==> config.mk <==
export PLATFORM = sky130hd
export DESIGN_NAME = mbist_clk_enable_ctrl_flat
export DESIGN_NICKNAME = d
export VERILOG_FILES = /design/src/rtl/mbist_clk_enable_ctrl_if.sv /design/src/rtl/mbist_clk_enable_ctrl.sv /design/src/flat_wrapper.sv
export SDC_FILE = /design/constraint.sdc
export NUM_CORES = 1
export LEC_CHECK = 0
export CORE_ASPECT_RATIO = 1.2
export CORE_MARGIN = 2
export CORE_UTILIZATION = 40
export CTS_BUF_LIST = sky130_fd_sc_hd__clkbuf_8
export DETAILED_ROUTE_END_ITERATION = 10
export PLACE_DENSITY = 0.75
export SLEW_MARGIN = 20
export SYNTH_ARGS = -nofsm -noshare
export SYNTH_HDL_FRONTEND = slang
export SYNTH_SLANG_ARGS = --single-unit
==> constraint.sdc <==
create_clock -name clk -period 4.6 [get_ports clk]
set_input_delay 1.15 -clock clk [delete_from_list [all_inputs] [get_ports clk]]
set_output_delay 1.15 -clock clk [all_outputs]
set_load 0.01 [all_outputs]
==> src/rtl/mbist_clk_enable_ctrl_if.sv <==
// Handshake bundle between the BIST controller (master) and the
// memory-BIST clock-enable controller (slave).
interface mbist_clk_enable_ctrl_if #(
  parameter int CNT_W = 16
);
  logic             req;
  logic             busy;
  logic             force_on;
  logic             cnt_clr;
  logic             fe;
  logic             ack;
  logic [1:0]       state;
  logic [CNT_W-1:0] en_cycles;

  modport master (
    output req, busy, force_on, cnt_clr,
    input  fe, ack, state, en_cycles
  );

  modport slave (
    input  req, busy, force_on, cnt_clr,
    output fe, ack, state, en_cycles
  );
endinterface

==> src/rtl/mbist_clk_enable_ctrl.sv <==
// Functional-enable controller for the memory-BIST clock gate: warm-up before
// ack, idle drain before closing the gate, and a saturating enabled-cycle count.
module mbist_clk_enable_ctrl #(
  parameter int WARMUP_CYCLES = 4,
  parameter int IDLE_TIMEOUT  = 16,
  parameter int CNT_W         = 16
) (
  input  logic                  clk,
  input  logic                  reset,
  mbist_clk_enable_ctrl_if.slave bus
);

  localparam int MAX_WAIT = (WARMUP_CYCLES > IDLE_TIMEOUT) ? WARMUP_CYCLES : IDLE_TIMEOUT;
  localparam int CW       = (MAX_WAIT > 1) ? $clog2(MAX_WAIT) : 1;
  localparam logic [CW-1:0]    WARMUP_LOAD = CW'(WARMUP_CYCLES - 1);
  localparam logic [CW-1:0]    IDLE_LOAD   = CW'(IDLE_TIMEOUT - 1);
  localparam logic [CNT_W-1:0] EN_MAX      = '1;

  typedef enum logic [1:0] {
    ST_OFF    = 2'd0,
    ST_WARMUP = 2'd1,
    ST_ON     = 2'd2,
    ST_DRAIN  = 2'd3
  } state_e;

  state_e           state_q, state_d;
  logic [CW-1:0]    cnt_q, cnt_d;
  logic             force_q, force_d;
  logic [CNT_W-1:0] en_cycles_q, en_cycles_d;
  logic             fe;

  // Every output is a function of flops only, so nothing combinational reaches the gate cell.
  assign fe            = (state_q != ST_OFF) | force_q;
  assign bus.fe        = fe;
  assign bus.ack       = (state_q == ST_ON);
  assign bus.state     = state_q;
  assign bus.en_cycles = en_cycles_q;

  always_ff @(posedge clk) begin
    if (reset) begin
      state_q     <= ST_OFF;
      cnt_q       <= '0;
      force_q     <= 1'b0;
      en_cycles_q <= '0;
    end else begin
      state_q     <= state_d;
      cnt_q       <= cnt_d;
      force_q     <= force_d;
      en_cycles_q <= en_cycles_d;
    end
  end

  // Within a state, req wins over busy, which wins over timer expiry.
  always_comb begin
    state_d = state_q;
    cnt_d   = cnt_q;
    force_d = bus.force_on;
    case (state_q)
      ST_OFF: begin
        if (bus.req) begin
          state_d = ST_WARMUP;
          cnt_d   = WARMUP_LOAD;
        end
      end
      ST_WARMUP: begin
        if (!bus.req) begin
          state_d = ST_OFF;
        end else if (cnt_q == '0) begin
          state_d = ST_ON;
        end else begin
          cnt_d = cnt_q - CW'(1);
        end
      end
      ST_ON: begin
        if (!bus.req && !bus.busy) begin
          state_d = ST_DRAIN;
          cnt_d   = IDLE_LOAD;
        end
      end
      ST_DRAIN: begin
        if (bus.req) begin
          state_d = ST_ON;
        end else if (bus.busy) begin
          cnt_d = IDLE_LOAD;
        end else if (cnt_q == '0) begin
          state_d = ST_OFF;
        end else begin
          cnt_d = cnt_q - CW'(1);
        end
      end
      default: state_d = ST_OFF;
    endcase
  end

  always_comb begin
    en_cycles_d = en_cycles_q;
    if (bus.cnt_clr) begin
      en_cycles_d = '0;
    end else if (fe && (en_cycles_q != EN_MAX)) begin
      en_cycles_d = en_cycles_q + CNT_W'(1);
    end
  end

endmodule
==> src/flat_wrapper.sv <==
// flat-port wrapper written by rule: the top's interface ports become plain ports
module mbist_clk_enable_ctrl_flat 
#(
  parameter int WARMUP_CYCLES = 4,
  parameter int IDLE_TIMEOUT  = 16,
  parameter int CNT_W         = 16
)
  (clk, reset, bus_req, bus_busy, bus_force_on, bus_cnt_clr, bus_fe, bus_ack, bus_state, bus_en_cycles);
  mbist_clk_enable_ctrl_if #(.CNT_W(CNT_W)) bus_i ();
  input  logic clk;
  input  logic reset;
  input wire logic [$bits(bus_i.req)-1:0] bus_req;
  input wire logic [$bits(bus_i.busy)-1:0] bus_busy;
  input wire logic [$bits(bus_i.force_on)-1:0] bus_force_on;
  input wire logic [$bits(bus_i.cnt_clr)-1:0] bus_cnt_clr;
  output wire logic [$bits(bus_i.fe)-1:0] bus_fe;
  output wire logic [$bits(bus_i.ack)-1:0] bus_ack;
  output wire logic [$bits(bus_i.state)-1:0] bus_state;
  output wire logic [$bits(bus_i.en_cycles)-1:0] bus_en_cycles;
  assign bus_i.req = bus_req;
  assign bus_i.busy = bus_busy;
  assign bus_i.force_on = bus_force_on;
  assign bus_i.cnt_clr = bus_cnt_clr;
  assign bus_fe = bus_i.fe;
  assign bus_ack = bus_i.ack;
  assign bus_state = bus_i.state;
  assign bus_en_cycles = bus_i.en_cycles;
  mbist_clk_enable_ctrl #(.WARMUP_CYCLES(WARMUP_CYCLES), .IDLE_TIMEOUT(IDLE_TIMEOUT), .CNT_W(CNT_W)) u_core (.clk(clk), .reset(reset), .bus(bus_i));
endmodule
==> out/qor.csv, run 1 <==
stage,metric,value,unit
setup_path,endpoint_kind,output port,
power,peakVddDrop,120.4,uV
power,power_density,248.1,mW/mm^2
grt,grt_usage,0.1719,
clocking,clockRootBuffer,clkbuf_8,
yosys,yosysTopAreaCellShare,0.3636,
clocking,cts-hold-fix-buffers,0,
placed_design,place_congestion,0.8521,
sta,fin_skew,5.564,ps
yosys,synth_compound_area_frac,0.2283,
power,pwr-share-seq,0.538,
power,p_int,0.2906,mW
setup_path,critPathSlowestCell,clkdlybuf4s50_1,
setup_path,crit_end,bus_fe,
routing,num_vias,1273,
yosys,synthMuxAreaShare,0.01680,
setup_path,cp.required,3450,ps
setup_path,r2r-end,u_core.bus.en_cycles[2],
final_layout,multi_input_area,765.7,um^2
setup_path,start_kind,flip-flop,
sta,fin_crit_sh,0.6636,
power,leakagePower,0.5399,nW
yosys,synthesis.nets,163,
setup_path,critPathKind,flip-flop to output port,
yosys,synth_area_leaders,"dfxtp_1 (36%), a21oi_1 (6.7%), o21ai_0 (4.0%)",
clocking,clk_pin_slew,80,ps
yosys,synth_xor_area_frac,0,
setup_path,r2r_setup_slack,2600,ps
clocking,post_cts_buffers,0,
final_layout,seqCellArea,460.4,um^2
routing,ant_nets,0,
yosys,yosysWarnings,0,
grt,grt_antenna_before_repair,0,
floorplan,die_h,65.63,um
grt,grt_pass1_vias,1212,
outcome,status,completed,
floorplan,boundaryPins,26,
sta,hold_ws,523.3,ps
grt,grt_max_degree,18,
floorplan,rows,22,
hold_path,min_path_type,flip-flop to flip-flop,
routing,avgRoutedWirePerCell,13.92,um
clocking,cts_tree,built,
setup_path,r2r_cells,4,
yosys,avgSynthCellArea,8.169,um^2
final_layout,stdcell_count,215,
hold_path,min-delay-start,u_core.cnt_q[2],
routing,routed_wl,2992,um
clocking,cts_resized,0,
power,switching_share,0.2619,
routing,dr.first_iter.drc_count,33,
sta,max_freq,327.6,MHz
final_layout,fillers,299,
final_layout,nets,188,
final_layout,fin_area,0.001587,mm^2
final_layout,syn_to_final_growth,25.30,%
run,maxCapViolations,0,
floorplan,die_w,55.36,um
sta,rsz0062_at_grt,no,
grt,globalRouteOverflowTotal,0,
sta,finalSetupViolCount,0,
power,power.switching,0.1031,mW
setup_path,critPathMaxStageDelay,520,ps
setup_path,critPathLaunch,u_core.bus.state[0],
clocking,htreeDepth,1,
setup_path,rr_startpoint,u_core.bus.en_cycles[11],
sta,period_minus_slack,3053,ps
setup_path,worstPathCellList,nor3_2 -> inv_1 -> clkdlybuf4s50_1,
clocking,clock_latency,270,ps
sta,tightest_slew,738.3,ps
sta,finalHoldViolations,0,
sta,drv_slew,0,
routing,first_pass_iters,4,
yosys,synthAdderAreaFrac,0.01976,
routing,route.detailed.drc,0,
placed_design,numPortBuffers,25,
floorplan,start_util,0.4144,
yosys,yosysUniqueCellTypes,42,
clocking,clock_path_buffers,2,
yosys,synth_area_leader_cell,dfxtp_1,
setup_path,worstPathMaxFanout,12,
final_layout,drive_gt1_frac,0.08939,
routing,via_per_inst,5.921,
power,pwr-share-comb,0.139,
yosys,synth-simple-area-share,0.3399,
placed_design,place_hpwl,2271,um
yosys,syn_inst,155,
sta,relSlewSlack,0.5041,
grt,grt_pass1_wl,5119,um
clocking,cts_sinks,23,
placed_design,placedCellCount,211,
final_layout,diodes,0,
final_layout,utilization,0.5192,
floorplan,core_area,0.003055,mm^2
power,p_clk_frac,0.324,
setup_path,cp.arrival,1900,ps
yosys,ys_seq_area_frac,0.3636,
yosys,syn_area,0.001266,mm^2
placed_design,placed_area,0.001540,mm^2
yosys,synth_top_family_by_area,simple AND/OR/NAND/NOR gates,
sta,finalSetupTns,0,ps
clocking,cts_buffers,3,
yosys,ys_ff_latch,23,
floorplan,die_area,0.003633,mm^2
[sequential cells by signal, summed over array words and instances, names as in the netlist, named ones only]
name                  flops
u_core.bus.en_cycles     16
u_core.bus.state          1
u_core.cnt_q              4
u_core.force_q            1
[critical path: cells and delay by family (launching register included)]
family        cells  cell delay [ps]
flops             1              420
buf+inv           2              710
simple gates      1              500
[worst min path at each step]
stage | slack (ps) | cells past startpoint | to
finish | 520 | 2 | u_core.cnt_q[2]
global route | 550 | 2 | u_core.cnt_q[2]
CTS | 520 | 2 | u_core.cnt_q[2]
detailed placement | 510 | 2 | u_core.cnt_q[2]
global placement | 490 | 2 | u_core.cnt_q[2]
floorplan | 470 | 2 | u_core.cnt_q[2]
[cells in the final DEF, fill, tap and decap left out, drive strengths merged, types with 3 or more instances in the layout]
cell type / instances
clkdlybuf4s50: 25
dfxtp: 23
a21oi: 17
nand2: 10
o21ai: 10
nand3: 9
nor2: 8
or3: 8
nor3: 7
nor2b: 6
inv: 5
nand4: 5
o31ai: 4
nor4: 4
nand2b: 3
o211ai: 3
or2: 3
or4: 3
clkbuf: 3
[cell type report]
cell class	instances	share of cell area
Timing Repair Buffer	25	0.1577
Clock inverter	1	0.003155
Tap cell	36	0.02839
Sequential cell	23	0.2902
Multi-Input combinational cell	122	0.4827
Clock buffer	3	0.02603
Inverter	5	0.01183
[cells by family after synthesis]
kind of cell,count (synthesis)
AO/OA/AOI/OAI,46
adder cells (fa/ha/maj),2
buffers and inverters,10
flip-flops,23
multiplexers,2
AND/OR/NAND/NOR,72
[stage by stage]
| step | setup WS, ps | total power, mW |
|---|---|---|
| final | 1547 | 0.3937 |
| after CTS | 1524 | 0.3969 |
| after global routing | 1351 | 0.4153 |
| after detailed placement | 1841 | 0.2708 |
| after floorplan | 2512 | 0.2511 |
| after global placement | 1934 | 0.2684 |
[Yosys cell counts (all sizes together)]
cell type / number
a31o: 2
o311ai: 2
dfxtp: 23
or3: 8
a211oi: 1
nor2b: 6
o41ai: 2
o21ai: 10
o21a: 1
o211a: 1
mux2: 1
mux2i: 1
nand4: 5
and3: 2
inv: 5
nor3: 7
nor4: 4
a2111oi: 1
or4: 3
nor2: 8
o211ai: 3
or2: 3
nor3b: 1
nand3b: 1
ha: 2
a21oi: 17
a31oi: 1
and4b: 1
o31ai: 4
or2b: 1
o31a: 1
nand2b: 3
clkbuf: 3
nand3: 9
nand2: 10
buf: 2
[power groups by stage]
stage               clock, mW  combinational (mW)  sequential, mW
floorplan                   0              0.0365           0.215
global placement            0              0.0526           0.216
detailed placement          0              0.0545           0.216
CTS                     0.130              0.0548           0.212
global route            0.141              0.0613           0.213
finish                  0.127              0.0546           0.212
[metal layers]
layer / GRT usage / part of all wire / vias to the layer above
li1: - / - / 639
met1: 0.1841 / 0.43 / 604
met2: 0.3423 / 0.53 / 27
met3: 0.02165 / 0.033 / 3
met4: 0.05793 / 0.013 / 0
met5: 0 / 0 / -
Note: power is estimated with default switching activity, not from simulation.
==> run 2, diff against run 1 <==
Clock period 4.6 ns to 2.9 ns, I/O delays scaled along.
==> out/qor.csv, run 2 (same netlist as run 1, synthesis figures left out) <==
stage,metric,value,unit,change
outcome,status,completed,,
grt,grt_pass1_vias,1182,,-2.5%
sta,finalSetupViolCount,0,,unchanged
setup_path,critPathKind,flip-flop to output port,,
final_layout,fillers,292,,-2.3%
grt,grt_pass1_wl,5057,um,-1.2%
routing,ant_nets,0,,unchanged
grt,grtUsageMet3,0.02559,,+0.003937
sta,period_minus_slack,2633,ps,
routing,first_pass_iters,4,,unchanged
placed_design,placed_area,0.001540,mm^2,unchanged
floorplan,die_w,55.36,um,unchanged
floorplan,boundaryPins,26,,unchanged
floorplan,die_area,0.003633,mm^2,unchanged
setup_path,start_kind,flip-flop,,
routing,route.detailed.drc,0,,unchanged
clocking,cts_tree,built,,
grt,grt_usage,0.1703,,-0.001665
setup_path,cp.required,2170,ps,-1280 ps
setup_path,worstPathMaxFanout,12,,unchanged
clocking,cts_buffers,3,,unchanged
final_layout,utilization,0.5188,,about the same
power,power_density,388.7,mW/mm^2,+57%
grt,grt_use_met1,0.1865,,+0.002407
placed_design,placedCellCount,211,,unchanged
sta,relSlewSlack,0.5210,,+0.01689
grt,grt_antenna_before_repair,0,,unchanged
sta,fin_crit_sh,0.9081,,
clocking,post_cts_buffers,0,,unchanged
final_layout,fin_area,0.001585,mm^2,about the same
hold_path,min_path_type,flip-flop to flip-flop,,
clocking,clock_path_buffers,2,,unchanged
final_layout,drive_gt1_frac,0.08380,,-0.005587
sta,tightest_slew,713.2,ps,-25.15 ps
floorplan,die_h,65.63,um,unchanged
routing,num_vias,1274,,+0.079%
routing,via_per_inst,5.926,,about the same
placed_design,place_congestion,0.8521,,unchanged
routing,routed_wl,2947,um,-1.5%
power,peakVddDrop,184.7,uV,+53%
clocking,cts_resized,0,,unchanged
grt,grt.busiest_layer,met2,,
setup_path,endpoint_kind,output port,,
final_layout,diodes,0,,unchanged
routing,dr.first_iter.drc_count,26,,-21%
grt,grt.met2_usage,0.3259,,-0.01637
sta,finalSetupTns,0,ps,unchanged
final_layout,layout_common_cells,"clkdlybuf4s50_1 (25), dfxtp_1 (23), a21oi_1 (17), nand2_1 (10), o21ai_0 (10)",,
sta,drv_slew,0,,unchanged
clocking,cts_sinks,23,,unchanged
sta,rsz0062_at_grt,no,,
setup_path,critPathSlowestCell,clkdlybuf4s50_1,,
clocking,clk_pin_slew,80,ps,about the same
power,leakagePower,0.5414,nW,+0.26%
final_layout,layout_commonest_cell,clkdlybuf4s50_1,,
setup_path,critPathMaxStageDelay,520,ps,about the same
grt,grt_max_degree,18,,unchanged
final_layout,stdcell_count,215,,unchanged
floorplan,core_area,0.003055,mm^2,unchanged
setup_path,worstPathCellList,nor3_2 -> inv_1 -> clkdlybuf4s50_1,,
routing,avgRoutedWirePerCell,13.71,um,-1.5%
placed_design,numPortBuffers,25,,unchanged
sta,max_freq,379.7,MHz,
final_layout,syn_to_final_growth,25.20,%,about the same
final_layout,nets,188,,unchanged
floorplan,rows,22,,unchanged
sta,fin_skew,1.443,ps,-4.120 ps
setup_path,cp.arrival,1910,ps,about the same
run,maxCapViolations,0,,unchanged
clocking,htreeDepth,1,,unchanged
placed_design,place_hpwl,2209,um,-2.7%
clocking,cts-hold-fix-buffers,0,,unchanged
grt,globalRouteOverflowTotal,0,,unchanged
final_layout,largest_reg_flops,16,,unchanged
clocking,clockRootBuffer,clkbuf_8,,
clocking,clock_latency,260,ps,about the same
sta,finalHoldViolations,0,,unchanged
floorplan,start_util,0.4144,,unchanged
==> run 2: cell types whose count changed in the layout (fill, tap and decap cells not counted) <==
| cell | before | now |
|---|---|---|
| inv_1 | 5 | 6 |
| clkinv_2 | 1 | 0 |
==> run 2: per-layer routing <==
metal,vias up,wire (um)
li1,640,-
met1,602,1285
met2,27,1514
met3,5,105
met4,0,42
met5,-,0
==> run 2: worst paths after layout <==
kind                                  end  slack [ps]  cells after the start                startpoint
hold reg to reg           u_core.cnt_q[2]         520                      2           u_core.cnt_q[2]
hold / removal            u_core.cnt_q[2]         520                      2           u_core.cnt_q[2]
setup reg to reg  u_core.bus.en_cycles[2]         920                      4  u_core.bus.en_cycles[11]
setup / recovery                   bus_fe         270                      3       u_core.bus.state[0]
==> run 2: stage by stage <==
stage          setup WS, ps  power, mW  hold slack [ps]
5_1_grt               81.38     0.6520            544.6
6_report              266.5     0.6162            519.4
3_3_place_gp          658.6     0.4258            492.0
2_1_floorplan          1056     0.3983            467.4
3_5_place_dp          584.5     0.4293            505.9
4_1_cts               275.0     0.6228            517.1
==> run 2: worst max-delay path, delay by kind of cell, from the launching register on <==
| family | cells | cell delay (ps) |
|---|---|---|
| buf+inv | 2 | 710 |
| simple gates | 1 | 510 |
| flops | 1 | 420 |
==> run 2: cell type report <==
type	count	area, um^2	share of cell area
Inverter	5	18.77	0.01184
Multi-Input combinational cell	122	765.7	0.4830
Tap cell	36	45.04	0.02841
Clock inverter	1	3.754	0.002368
Timing Repair Buffer	25	250.2	0.1579
Clock buffer	3	41.29	0.02605
Sequential cell	23	460.4	0.2905
==> run 2: report_power, final <==
group          switching (mW)  internal [mW]  leakage [nW]  total, mW
Combinational          0.0465         0.0398         0.328     0.0863
Clock                  0.0997         0.0946        0.0269      0.194
Sequential             0.0106          0.325         0.187      0.336
Total                   0.157          0.459         0.541      0.616
==> run 3, diff against run 2 <==
Settings changed: CAP_MARGIN set to 20.
==> results of run 3 <==
Same layout as run 2: the final DEF is identical, and so are final timing and power.
